--- config.mk ---
export PLATFORM = sky130hd
export DESIGN_NAME = qspi_req_arb
export DESIGN_NICKNAME = d
export VERILOG_FILES = /design/src/rtl/qspi_req_arb.sv
export SDC_FILE = /design/constraint.sdc
export NUM_CORES = 1
export LEC_CHECK = 0
export ABC_CLOCK_PERIOD_IN_PS = 2500
export BUFFER_PORTS_ARGS = -buffer_cell sky130_fd_sc_hd__buf_4
export CORE_MARGIN = 1
export CORE_UTILIZATION = 45
export CTS_BUF_LIST = sky130_fd_sc_hd__clkbuf_8
export CTS_CLUSTER_SIZE = 8
export DETAILED_ROUTE_END_ITERATION = 6
export PLACE_DENSITY = 0.8
export REMOVE_ABC_BUFFERS = 1
export SETUP_SLACK_MARGIN = 0.2
export SLEW_MARGIN = 25
export SYNTH_ARGS = -nofsm -noshare
export SYNTH_HDL_FRONTEND = slang
export SYNTH_SLANG_ARGS = --single-unit
--- constraint.sdc ---
create_clock -name clk -period 2.5 [get_ports clk]
set_input_delay 0.125 -clock clk [delete_from_list [all_inputs] [get_ports clk]]
set_output_delay 0.125 -clock clk [all_outputs]
set_load 0.1 [all_outputs]
--- src/rtl/qspi_req_arb.sv ---
// Purpose : arbitrates CPU fetch and data ports onto the single QSPI controller request interface,
//           one transaction in flight, with a completion watchdog.
// Backpres: requests arriving while their port is busy are dropped; the caller must watch *_busy.
//
// Latency : request pulse -> read_req/write_req two edges later; completion -> response one edge later.
//
// Ports:
//   clk, rst                      clock, synchronous active-high reset
//   i_req/i_adr                   fetch request pulse and byte address
//   i_busy/i_valid/i_rdata        fetch pending-or-in-flight, data valid pulse, data
//   d_rd_req/d_wr_req             data read / write request pulses (write wins if both)
//   d_w/d_hw/d_adr/d_wdata        data size (word, halfword, else byte), address, write data
//   d_busy/d_rvalid/d_rdata       data pending-or-in-flight, read valid pulse, read data
//   d_wdone                       write complete pulse
//   to_err                        watchdog abort pulse, coincident with the owner's response
//   read_* / write_*              request side of the QSPI controller
//   read_valid/read_data          read completion from controller
//   write_finish                  write completion from controller
module qspi_req_arb #(
    parameter int TIMEOUT_CYC = 1024
) (
    input  logic        clk,
    input  logic        rst,
    input  logic        i_req,
    input  logic [31:0] i_adr,
    output logic        i_busy,
    output logic        i_valid,
    output logic [31:0] i_rdata,
    input  logic        d_rd_req,
    input  logic        d_wr_req,
    input  logic        d_w,
    input  logic        d_hw,
    input  logic [31:0] d_adr,
    input  logic [31:0] d_wdata,
    output logic        d_busy,
    output logic        d_rvalid,
    output logic [31:0] d_rdata,
    output logic        d_wdone,
    output logic        to_err,
    output logic        read_req,
    output logic        read_w,
    output logic        read_hw,
    output logic [31:0] read_adr,
    input  logic        read_valid,
    input  logic [31:0] read_data,
    output logic        write_req,
    output logic        write_w,
    output logic        write_hw,
    output logic [31:0] write_adr,
    output logic [31:0] write_data,
    input  logic        write_finish
);

    localparam logic [1:0] ST_IDLE = 2'd0;
    localparam logic [1:0] ST_RD_I = 2'd1;
    localparam logic [1:0] ST_RD_D = 2'd2;
    localparam logic [1:0] ST_WR_D = 2'd3;

    // Watchdog fires on the cycle the timer holds TIMEOUT_CYC-1; zero disables it.
    localparam bit          TO_EN   = (TIMEOUT_CYC != 0);
    localparam logic [15:0] TO_LAST = 16'(TIMEOUT_CYC - 1);

    typedef struct packed {
        logic        wr;
        logic        w;
        logic        hw;
        logic [31:0] adr;
        logic [31:0] wdata;
    } dreq_t;

    logic [1:0]  state;
    logic        i_pend_vld;
    logic [31:0] i_pend_adr;
    logic        d_pend_vld;
    dreq_t       d_pend;
    logic        last_grant_d;   // 1: data port won the most recent tie
    logic [15:0] timer;

    logic rd_done;
    logic wr_done;
    logic to_hit;
    logic grant_d;
    logic grant_i;

    assign i_busy = i_pend_vld | (state == ST_RD_I);
    assign d_busy = d_pend_vld | (state == ST_RD_D) | (state == ST_WR_D);

    // Completions are only honoured in the matching state; strays are ignored.
    assign rd_done = read_valid & ((state == ST_RD_I) | (state == ST_RD_D));
    assign wr_done = write_finish & (state == ST_WR_D);
    // A completion on the expiry cycle takes precedence over the abort.
    assign to_hit  = TO_EN & (state != ST_IDLE) & (timer == TO_LAST) & ~rd_done & ~wr_done;

    // Single pending port wins outright; on a tie the port that lost last tie goes.
    assign grant_d = (state == ST_IDLE) & d_pend_vld & (~i_pend_vld | ~last_grant_d);
    assign grant_i = (state == ST_IDLE) & i_pend_vld & ~grant_d;

    always_ff @(posedge clk) begin
        if (rst) begin
            state        <= ST_IDLE;
            i_pend_vld   <= 1'b0;
            i_pend_adr   <= '0;
            d_pend_vld   <= 1'b0;
            d_pend       <= '0;
            last_grant_d <= 1'b0;
            timer        <= '0;
            i_valid      <= 1'b0;
            i_rdata      <= '0;
            d_rvalid     <= 1'b0;
            d_rdata      <= '0;
            d_wdone      <= 1'b0;
            to_err       <= 1'b0;
            read_req     <= 1'b0;
            read_w       <= 1'b0;
            read_hw      <= 1'b0;
            read_adr     <= '0;
            write_req    <= 1'b0;
            write_w      <= 1'b0;
            write_hw     <= 1'b0;
            write_adr    <= '0;
            write_data   <= '0;
        end else begin
            read_req  <= 1'b0;
            write_req <= 1'b0;
            i_valid   <= 1'b0;
            d_rvalid  <= 1'b0;
            d_wdone   <= 1'b0;
            to_err    <= 1'b0;

            // Capture never collides with a grant: a grant needs the pending
            // flag set, which already holds busy high and blocks capture.
            if (i_req && !i_busy) begin
                i_pend_vld <= 1'b1;
                i_pend_adr <= i_adr;
            end
            if ((d_rd_req || d_wr_req) && !d_busy) begin
                d_pend_vld   <= 1'b1;
                d_pend.wr    <= d_wr_req;
                d_pend.w     <= d_w;
                d_pend.hw    <= d_hw;
                d_pend.adr   <= d_adr;
                d_pend.wdata <= d_wdata;
            end

            if (state == ST_IDLE) begin
                if (grant_d) begin
                    d_pend_vld <= 1'b0;
                    timer      <= '0;
                    if (i_pend_vld) begin
                        last_grant_d <= 1'b1;
                    end
                    if (d_pend.wr) begin
                        state      <= ST_WR_D;
                        write_req  <= 1'b1;
                        write_w    <= d_pend.w;
                        write_hw   <= d_pend.hw;
                        write_adr  <= d_pend.adr;
                        write_data <= d_pend.wdata;
                    end else begin
                        state    <= ST_RD_D;
                        read_req <= 1'b1;
                        read_w   <= d_pend.w;
                        read_hw  <= d_pend.hw;
                        read_adr <= d_pend.adr;
                    end
                end else if (grant_i) begin
                    i_pend_vld <= 1'b0;
                    timer      <= '0;
                    if (d_pend_vld) begin
                        last_grant_d <= 1'b0;
                    end
                    state    <= ST_RD_I;
                    read_req <= 1'b1;
                    read_w   <= 1'b1;
                    read_hw  <= 1'b0;
                    read_adr <= i_pend_adr;
                end
            end else begin
                timer <= timer + 16'd1;
                if (rd_done || wr_done || to_hit) begin
                    state  <= ST_IDLE;
                    to_err <= to_hit;
                    case (state)
                        ST_RD_I: begin
                            i_valid <= 1'b1;
                            i_rdata <= rd_done ? read_data : 32'd0;
                        end
                        ST_RD_D: begin
                            d_rvalid <= 1'b1;
                            d_rdata  <= rd_done ? read_data : 32'd0;
                        end
                        default: begin
                            d_wdone <= 1'b1;
                        end
                    endcase
                end
            end
        end
    end

endmodule

==> results of run 1 <==
-- worst min-delay path by stage --
stage	startpoint	end	slack (ps)	cells past startpoint
finish	d_rd_req	d_pend[51]	5	4
global route	d_rd_req	d_pend[35]	9	4
CTS	read_valid	to_err	20	4
detailed placement	d_adr[19]	d_pend[51]	380	3
global placement	d_adr[14]	d_pend[46]	370	3
floorplan	rst	d_pend[0]	190	1
-- cells by family after synthesis --
kind of cell	count (synthesis)	share of synthesized area, %
buffers and inverters	139	5.11
adder cells (fa/ha/maj)	6	0.641
AO/OA/AOI/OAI	453	23.8
multiplexers	36	3.11
flip-flops	290	49.6
XOR/XNOR	4	0.299
AND/OR/NAND/NOR	466	17.5
-- power breakdown --
| part | switching (uW) | total (uW) | leakage [uW] | internal (uW) |
|---|---|---|---|---|
| Sequential | 700 | 6330 | 0.00236 | 5630 |
| Combinational | 8030 | 10800 | 0.00377 | 2760 |
| Clock | 1850 | 3930 | 0.000519 | 2080 |
| Total | 10600 | 21100 | 0.00665 | 10500 |
-- flip-flops by register name (all words and copies together), names as in the netlist, 2 cells and up --
| name | cells |
|---|---|
| state | 2 |
| write_data | 32 |
| timer | 16 |
| write_adr | 32 |
| i_pend_adr | 32 |
| i_rdata | 32 |
| d_rdata | 32 |
| read_adr | 32 |
| d_pend | 67 |
-- layout make-up --
| type | count | area (um2) |
|---|---|---|
| well taps | 330 | 413 |
| inverters | 11 | 41.3 |
| repair buffers | 472 | 4030 |
| multi-input cells | 965 | 5380 |
| flip-flops and latches | 290 | 5810 |
| fillers | 1935 | 8760 |
| diodes | 1 | 2.50 |
| clock buffers | 58 | 798 |
| clock inverters | 20 | 97.6 |
-- stage by stage --
stage	setup slack (ps)	setup TNS [ps]
floorplan	-3250	-372370
global placement	384	0
detailed placement	251	0
CTS	259	0
global route	233	0
finish	345	0
-- cells in the mapped netlist (17+ instances only) --
cell      count  area (um2)
mux2i_1      33         330
nor2_1       17        63.8
o211ai_2     30         375
clkbuf_1     86         323
nor2b_1      68         425
dfxtp_1     290        5810
a21oi_1     273        1370
o211ai_1     37         278
a31oi_1      64         400
nand2_1     339        1270
buf_2        19        95.1
a211oi_1     33         248
-- routing by layer --
layer | track usage, % | vias to the layer above | part of all wire (%)
li1 | - | 5619 | -
met1 | 30.9 | 5663 | 40
met2 | 45.2 | 586 | 47
met3 | 8.00 | 112 | 9.8
met4 | 12.1 | 0 | 3.5
met5 | 0 | - | 0
-- repair_timing --
action	CTS	global route
endpoints found under the setup margin	0	7
resized for setup	0	3
hold buffers	133	0
setup buffers	0	1
endpoints found under the hold margin	164	0
-- worst max-delay path, delay by kind of cell (launching register included) --
| family | cells | cell delay, ps |
|---|---|---|
| fa+ha+maj | 1 | 230 |
| buf+inv | 2 | 310 |
| flops | 1 | 370 |
| mux | 1 | 300 |
| simple gates | 3 | 850 |
==> metrics.csv, run 1 <==
stage,metric,value,unit
flow_run,Max Cap Viol,0,
synth,Mapped Avg Cell Area,8.40,um2
global_routing,gr ovfl total,0,
placed_design,placed instance area,14300,um2
route,wire per inst,17.5,um
sta,Slew HR,43.3,%
final_layout,utilization after layout,65.4,%
clock_tree,TritonCTS Buffers,48,
synth,Most used DFF post-synth,dfxtp_1,
sta,final setup vio count,0,
synth,register bit total from synthesis,290,
die,I/O Pins,309,
clock_tree,TritonCTS sink count,290,
critical_path,"Slowest-stage cell, CP",dfxtp_1,
final_layout,area delta synth->final,41.4,%
synth,"Seq/Total Area, Yosys",49.6,%
synth,synth warn,0,
route,Remaining DRCs,1,
route,post-route ant nets,0,
route,drt pass-1 iters,7,
final_layout,"commonest non-fill, non-tap cell in the layout",nand2_1,
route,routed vias,12000,
placed_design,Placer Congestion,0.804,
critical_path,biggest cell delay along the critical path,370,ps
global_routing,vias in the first global route,11600,
power,Max VDD drop,1020,uV
die,Die Area,26700,um2
sta,pin slew with the least headroom to its limit,851,ps
sta,fin. max-slew vios,0,
critical_path,Worst Setup SP,state[0],
synth,Post-synth EDFFs,0,
placed_design,HPWL after DPL,21800,um
sta,crit path time final,2150,ps
sta,clock skew,14.7,ps
synth,fraction of registers with async set/reset,0,%
critical_path,CP Capture Type,flip-flop,
synth,count of unique library cells instantiated by Yosys,48,
worst_hold_path,min-delay worst type,in -> reg,
sta,Final Hold Viols,0,
power,Final Power,21100,uW
critical_path,FF-to-FF End,timer[13],
final_layout,final net count,1931,
final_layout,layout cell share with drive strength beyond 1,25.1,%
global_routing,global-route wire length before repair,57500,um
clock_tree,root buffer cell,clkbuf_8,
sta,RSZ-0062 raised after global routing,no,
clock_tree,"Reg clk slew, reported paths",60,ps
critical_path,required time of the critical path,2940,ps
die,row cnt,58,
critical_path,r2r startpoint,state[0],
die,Die Y,163,um
sta,worst hold margin,4.88,ps
route,DRT iter0 DRCs,1063,
clock_tree,clock buffer depth,3,
route,final wirelength,37500,um
critical_path,critical path launch point type,flip-flop,
critical_path,R2R setup slack,350,ps
global_routing,initial antenna violation count,1,
global_routing,Tot GR Track Use,26.7,%
outcome,status,"finished, violations left",
final_layout,Final Instance Area,16600,um2
die,initial core utilization,46.2,%
placed_design,Inst Count DP,1932,
clock_tree,"Clk Latency, worst-skew pair",560,ps
clock_tree,H-tree depth,2,
critical_path,arrival time worst endpoint,2600,ps
die,Placeable Area,25300,um2
power,Leak Pwr,0.00665,uW
critical_path,critical path class,reg -> reg,
final_layout,Finished Layout Cells,2147,
synth,Syn Inst Count,1394,
global_routing,largest net degree at the start of global routing,101,
synth,mapped cell area,11700,um2
die,Die Wd,163,um
critical_path,crit-path max FO,14,
power,PD cells,1270,nW/um2
outcome,failing checks,design-rule violations,
route,via/cell ratio,5.58,
critical_path,crit path capture,timer[13],
clock_tree,TritonCTS clock tree,yes,
sta,Max Freq,0.464,GHz
placed_design,PortBufs,308,
critical_path,crit-path cells,inv_1 > ha_2 > buf_4 > nand4b_1 > nor4_4 > nand4_1 > mux2_2,
critical_path,R2R depth,7,
sta,Final period util,86.2,%
final_layout,most frequent cells in the layout,"nand2_1, buf_4, dfxtp_1",
Note: power is estimated with default switching activity, not from simulation.
==> run 2, diff against run 1 <==
- CELL_PAD_IN_SITES_DETAIL_PLACEMENT: unset -> 0
- CELL_PAD_IN_SITES_GLOBAL_PLACEMENT: unset -> 2
- CORE_UTILIZATION: 45 -> 31
- PLACE_DENSITY: 0.8 -> 0.92
==> run 2 against run 1 <==
Effect of this change: the run now ends clean; via count is 4.0% lower; critical path depth is 1 lower; largest power group unchanged; non-clock buffer count is 14 higher; routed wire length is 5.0% higher; critical path type is now reg -> out.
==> metrics.csv, run 2 (synthesis gave the netlist of run 1 again) <==
stage,metric,value,unit,change
route,post-route ant nets,0,,unchanged
global_routing,Tot GR Track Use,19.8,%,was 26.7%
final_layout,most frequent cells in the layout,"nand2_1, buf_4, dfxtp_1",,unchanged
final_layout,area delta synth->final,45.7,%,was 41.4%
route,Remaining DRCs,0,,was 1
placed_design,Place WS,283,ps,was 251 ps
global_routing,vias in the first global route,11100,,"was 11,600"
route,routed vias,11500,,"was 12,000"
global_routing,gr ovfl total,0,,unchanged
sta,Final Hold Viols,0,,unchanged
route,DRT iter0 DRCs,646,,"was 1,063"
sta,final setup vio count,0,,unchanged
final_layout,layout cell share with drive strength beyond 1,25.3,%,was 25.1%
clock_tree,"Clk Latency, worst-skew pair",610,ps,was 560 ps
placed_design,PortBufs,308,,unchanged
die,Placeable Area,36900,um2,"was 25,300 um2"
sta,RSZ-0062 raised after global routing,no,,unchanged
clock_tree,clock buffer depth,3,,unchanged
global_routing,largest net degree at the start of global routing,102,,was 101
power,Max VDD drop,647,uV,was 1020 uV
clock_tree,"Reg clk slew, reported paths",60,ps,about the same
critical_path,CP Capture Type,primary output,,was flip-flop
critical_path,critical path launch point type,flip-flop,,unchanged
power,PD cells,1270,nW/um2,about the same
clock_tree,TritonCTS Buffers,51,,was 48
power,Leak Pwr,0.00681,uW,was 0.00665 uW
clock_tree,TritonCTS sink count,290,,unchanged
sta,Max Freq,0.461,GHz,was 0.464 GHz
final_layout,"commonest non-fill, non-tap cell in the layout",nand2_1,,unchanged
die,I/O Pins,309,,unchanged
global_routing,initial antenna violation count,1,,unchanged
sta,pin slew with the least headroom to its limit,722,ps,was 851 ps
placed_design,Placer Congestion,0.759,,was 0.804
final_layout,final net count,1948,,"was 1,931"
route,via/cell ratio,4.89,,was 5.58
die,initial core utilization,31.8,%,was 46.2%
sta,crit path time final,2170,ps,was 2150 ps
critical_path,required time of the critical path,2380,ps,was 2940 ps
sta,final worst slack,332,ps,was 345 ps
sta,Slew HR,51.9,%,was 43.3%
final_layout,Top reg by flops,d_pend,,unchanged
global_routing,global-route wire length before repair,60900,um,"was 57,500 um"
worst_hold_path,min-delay worst type,in -> reg,,unchanged
critical_path,critical path class,reg -> out,,was reg -> reg
critical_path,arrival time worst endpoint,2040,ps,was 2600 ps
route,wire per inst,16.8,um,was 17.5 um
flow_run,Max Cap Viol,0,,unchanged
die,Die Area,38600,um2,"was 26,700 um2"
sta,Final period util,86.7,%,was 86.2%
route,drt pass-1 iters,5,,was 7
clock_tree,TritonCTS clock tree,yes,,unchanged
placed_design,HPWL after DPL,24300,um,"was 21,800 um"
outcome,status,"finished, final reports clean",,"was finished, violations left"
clock_tree,root buffer cell,clkbuf_8,,unchanged
die,Die Y,196,um,was 163 um
critical_path,crit-path max FO,5,,was 14
sta,fin. max-slew vios,0,,unchanged
route,final wirelength,39400,um,"was 37,500 um"
sta,clock skew,28.9,ps,was 14.7 ps
sta,worst hold margin,64.8,ps,was 4.88 ps
clock_tree,H-tree depth,2,,unchanged
die,row cnt,70,,was 58
final_layout,max reg flops,67,,unchanged
die,Die Wd,196,um,was 163 um
## run 2: cell count changes in the layout (fill, tap and decap cells not counted), moves of 2 or more
cell,delta
inv_1,+11
dlygate4sd3_1,+7
buf_12,+5
buf_4,+3
clkbuf_8,+3
nand3_2,-2
nand3_4,+2
## run 2: area by class of cell
cell class / count / area, um2
flip-flops and latches: 290 / 5810
well taps: 504 / 631
clock buffers: 62 / 853
fillers: 3608 / 19800
multi-input cells: 965 / 5400
repair buffers: 486 / 4190
inverters: 11 / 41.3
clock inverters: 31 / 130
diodes: 1 / 2.50
## run 2: power by group
group,switching (uW),internal (uW),total [uW]
Sequential,690,5630,6320
Clock,2000,2230,4240
Combinational,8120,2910,11000
Total,10800,10800,21600
## run 2: worst max-delay path: stages, from the launching register on
cell	delay [ps]
dfxtp_1	370
inv_1	120
ha_1	260
nor3_4	240
buf_4	180
inv_1	50
buf_4	230
## run 2: repair_timing
item                                    CTS  global route
gates resized for setup                   1             4
hold buffers                            140             0
endpoints found under the setup margin    1            21
gates cloned                              0             1
setup buffers                             0             2
pin swaps                                 0             0
endpoints found under the hold margin   167             0
## run 2: worst paths after layout
| kind | depth (start not counted) | slack (ps) | endpoint | startpoint |
|---|---|---|---|---|
| worst max-delay path | 6 | 330 | d_busy | state[0] |
| worst min-delay path | 5 | 60 | i_rdata[9] | write_finish |
| worst max register to register | 8 | 340 | d_pend[36] | state[0] |
| worst min register to register | 2 | 450 | write_data[17] | d_pend[17] |
## run 2: layer usage
layer / share of wire (%) / up-vias / routed length [um] / global-route usage, %
met2: 46 / 370 / 18000 / 31.4
met4: 2.4 / 2 / 937 / 6.63
met3: 7.9 / 67 / 3110 / 5.25
met5: 0.028 / - / 11 / 0
met1: 44 / 5401 / 17400 / 25.9
li1: - / 5663 / - / -
## run 2: metrics by stage
step | total power, uW | setup TNS (ps) | instance area (um2) | util (%) | std cells
2_1_floorplan | 13800 | -372370 | 11200 | - | 1266
3_3_place_gp | 17100 | 0 | 14600 | 39.6 | 2113
3_5_place_dp | 17200 | 0 | 14600 | 39.6 | 2113
4_1_cts | 21700 | 0 | 17000 | 46.1 | 2346
5_1_grt | 22700 | 0 | 17100 | 46.3 | 2349
6_report | 21600 | 0 | 17100 | 46.3 | 2350
==> run 3, diff against run 2 <==
- ABC_CLOCK_PERIOD_IN_PS: 2500 -> 2700
- CORE_MARGIN: 1 -> 3
- CORE_UTILIZATION: 31 -> 34
- PLACE_DENSITY: 0.92 -> 0.95
- clock period: 2.5 -> 2.7 ns (I/O delays scaled with it)
==> run 3 against run 2 <==
Effect of this change: die area shrank 4.8%; critical path type is now reg -> reg; clock power shrank 5.9%; sequential power shrank 7.1%; cell count shrank 2.9%; highest routed layer is now met4; clock-buffer cell count grew 1; non-clock buffer count shrank 7; first-iteration DRC count shrank 16%; combinational power shrank 7%.
==> metrics.csv, run 3 (synthesis gave the netlist of run 1 again) <==
stage,metric,value,unit,change
route,post-route ant nets,0,,unchanged
final_layout,layout cell share with drive strength beyond 1,25.2,%,was 25.3%
power,sw frac,50.0,%,was 50.1%
route,metal2 WL,17800,um,"was 18,000 um"
route,via/cell ratio,5.00,,was 4.89
die,Die Area,36700,um2,"was 38,600 um2"
sta,crit path time final,2240,ps,
final_layout,most frequent cells in the layout,"nand2_1, buf_4, dfxtp_1",,unchanged
worst_hold_path,min-delay worst type,in -> reg,,unchanged
final_layout,Finished Layout Cells,2282,,"was 2,350"
die,Placeable Area,33700,um2,"was 36,900 um2"
critical_path,r2r startpoint,state[1],,was state[0]
placed_design,PortBufs,308,,unchanged
critical_path,crit-path max FO,33,,was 5
die,Die Wd,192,um,was 196 um
final_layout,max reg flops,67,,unchanged
power,Int Pwr,10000,uW,"was 10,800 uW"
placed_design,Inst Count DP,2052,,"was 2,113"
critical_path,critical path class,reg -> reg,,was reg -> out
critical_path,arrival time worst endpoint,2670,ps,was 2040 ps
worst_hold_path,HP Start,rst,,was write_finish
global_routing,vias in the first global route,11000,,"was 11,100"
critical_path,CP Capture Type,flip-flop,,was primary output
final_layout,"commonest non-fill, non-tap cell in the layout",nand2_1,,unchanged
clock_tree,clock buffer depth,3,,unchanged
power,Flop pwr share,29.3,%,about the same
critical_path,Worst Setup SP,state[1],,was state[0]
global_routing,initial antenna violation count,1,,unchanged
clock_tree,TritonCTS clock tree,yes,,unchanged
sta,Slew HR,46.5,%,was 51.9%
global_routing,Tot GR Track Use,20.0,%,was 19.8%
route,drt pass-1 iters,5,,unchanged
route,wire per inst,17.1,um,was 16.8 um
route,M1 WL,17000,um,"was 17,400 um"
final_layout,area delta synth->final,44.1,%,was 45.7%
power,PD cells,1190,nW/um2,was 1270 nW/um2
clock_tree,root buffer cell,clkbuf_8,,unchanged
route,final wirelength,39100,um,"was 39,400 um"
outcome,status,"finished, final reports clean",,unchanged
sta,Final period util,83.0,%,
critical_path,critical path launch point type,flip-flop,,unchanged
clock_tree,"Reg clk slew, reported paths",60,ps,about the same
power,Clock power frac,19.9,%,was 19.6%
sta,pin slew with the least headroom to its limit,803,ps,was 722 ps
die,initial core utilization,34.8,%,was 31.8%
final_layout,final net count,1941,,"was 1,948"
route,Remaining DRCs,0,,unchanged
sta,fin. max-slew vios,0,,unchanged
power,Final Power,20000,uW,"was 21,600 uW"
sta,Final Hold Viols,0,,unchanged
global_routing,gr ovfl total,0,,unchanged
clock_tree,"Clk Latency, worst-skew pair",580,ps,was 610 ps
route,routed vias,11400,,"was 11,500"
die,I/O Pins,309,,unchanged
clock_tree,TritonCTS sink count,290,,unchanged
final_layout,fill count,3233,,"was 3,608"
clock_tree,H-tree depth,2,,unchanged
sta,clock skew,26.8,ps,was 28.9 ps
global_routing,largest net degree at the start of global routing,125,,was 102
route,DR top layer,met4,,was met5
sta,final setup vio count,0,,unchanged
power,Comb power frac,50.8,%,was 51.1%
final_layout,Top reg by flops,d_pend,,unchanged
route,met3 wire length,3530,um,was 3110 um
power,switching power,10000,uW,"was 10,800 uW"
sta,Max Freq,0.446,GHz,
critical_path,required time of the critical path,3120,ps,was 2380 ps
placed_design,Placer Congestion,0.764,,was 0.759
power,Max VDD drop,698,uV,was 647 uV
flow_run,Max Cap Viol,0,,unchanged
sta,RSZ-0062 raised after global routing,no,,unchanged
power,Leak Pwr,0.00672,uW,was 0.00681 uW
die,Die Y,192,um,was 196 um
global_routing,global-route wire length before repair,59600,um,"was 60,900 um"
placed_design,HPWL after DPL,23700,um,"was 24,300 um"
route,DRT iter0 DRCs,544,,was 646
die,row cnt,67,,was 70
clock_tree,TritonCTS Buffers,51,,unchanged
-- run 3: changes by cell type in the layout (fill, tap and decap cells not counted), moves of 2 or more --
cell,change
buf_12,-4
clkinv_2,-2
inv_1,-6
dlygate4sd3_1,-2
-- run 3: routing by layer --
| layer | track usage, % | up-vias |
|---|---|---|
| met1 | 25.7 | 5342 |
| li1 | - | 5645 |
| met2 | 32.1 | 364 |
| met5 | 0 | - |
| met4 | 5.70 | 0 |
| met3 | 6.73 | 53 |
-- run 3: power by group through the flow --
stage / registers (uW) / clock network (uW) / logic, uW
2_1_floorplan: 9670 / 0 / 3200
3_3_place_gp: 5910 / 0 / 9750
4_1_cts: 5860 / 4140 / 9980
3_5_place_dp: 5940 / 0 / 9790
6_report: 5870 / 3990 / 10200
5_1_grt: 5980 / 4340 / 10800
-- run 3: area by class of cell --
type	instances	area, um2	area share, %
antenna	1	2.50	0.0148
clock buffer	63	867	5.14
clock inverter	25	138	0.815
inverter	11	41.3	0.245
multi-input combinational	965	5380	31.9
sequential	290	5810	34.4
tap	448	561	3.32
timing repair buffer	479	4080	24.2
-- run 3: final timing paths --
check              endpoint  slack, ps  cells past startpoint
max              d_rdata[1]        460                      7
min          i_pend_adr[24]         90                      2
max reg2reg      d_rdata[1]        460                      7
min reg2reg  write_data[25]        450                      2
-- run 3: stage by stage --
step	setup slack [ps]	hold slack (ps)	instance area, um2	setup TNS, ps	utilization, %
4_1_cts	319	62.5	16800	0	49.9
3_5_place_dp	503	391	14400	0	42.8
3_3_place_gp	558	383	14400	0	42.8
2_1_floorplan	-3050	204	11200	-319110	-
6_report	458	87.7	16900	0	50.1
5_1_grt	283	75.3	16900	0	50.1
-- run 3: timing repair --
action / 4_1_cts / 5_1_grt
endpoints found under the hold margin: 164 / 0
hold buffers: 138 / 0
gates resized for setup: 0 / 1
setup endpoints to repair: 0 / 1
buffers inserted: 0 / 1
-- run 3: critical path, cell delays in order, from the launching register on --
cell,delay (ps)
dfxtp_1,400
inv_1,90
ha_2,200
nand3b_4,170
or3_2,580
buf_4,310
o211ai_1,230
a21oi_1,90
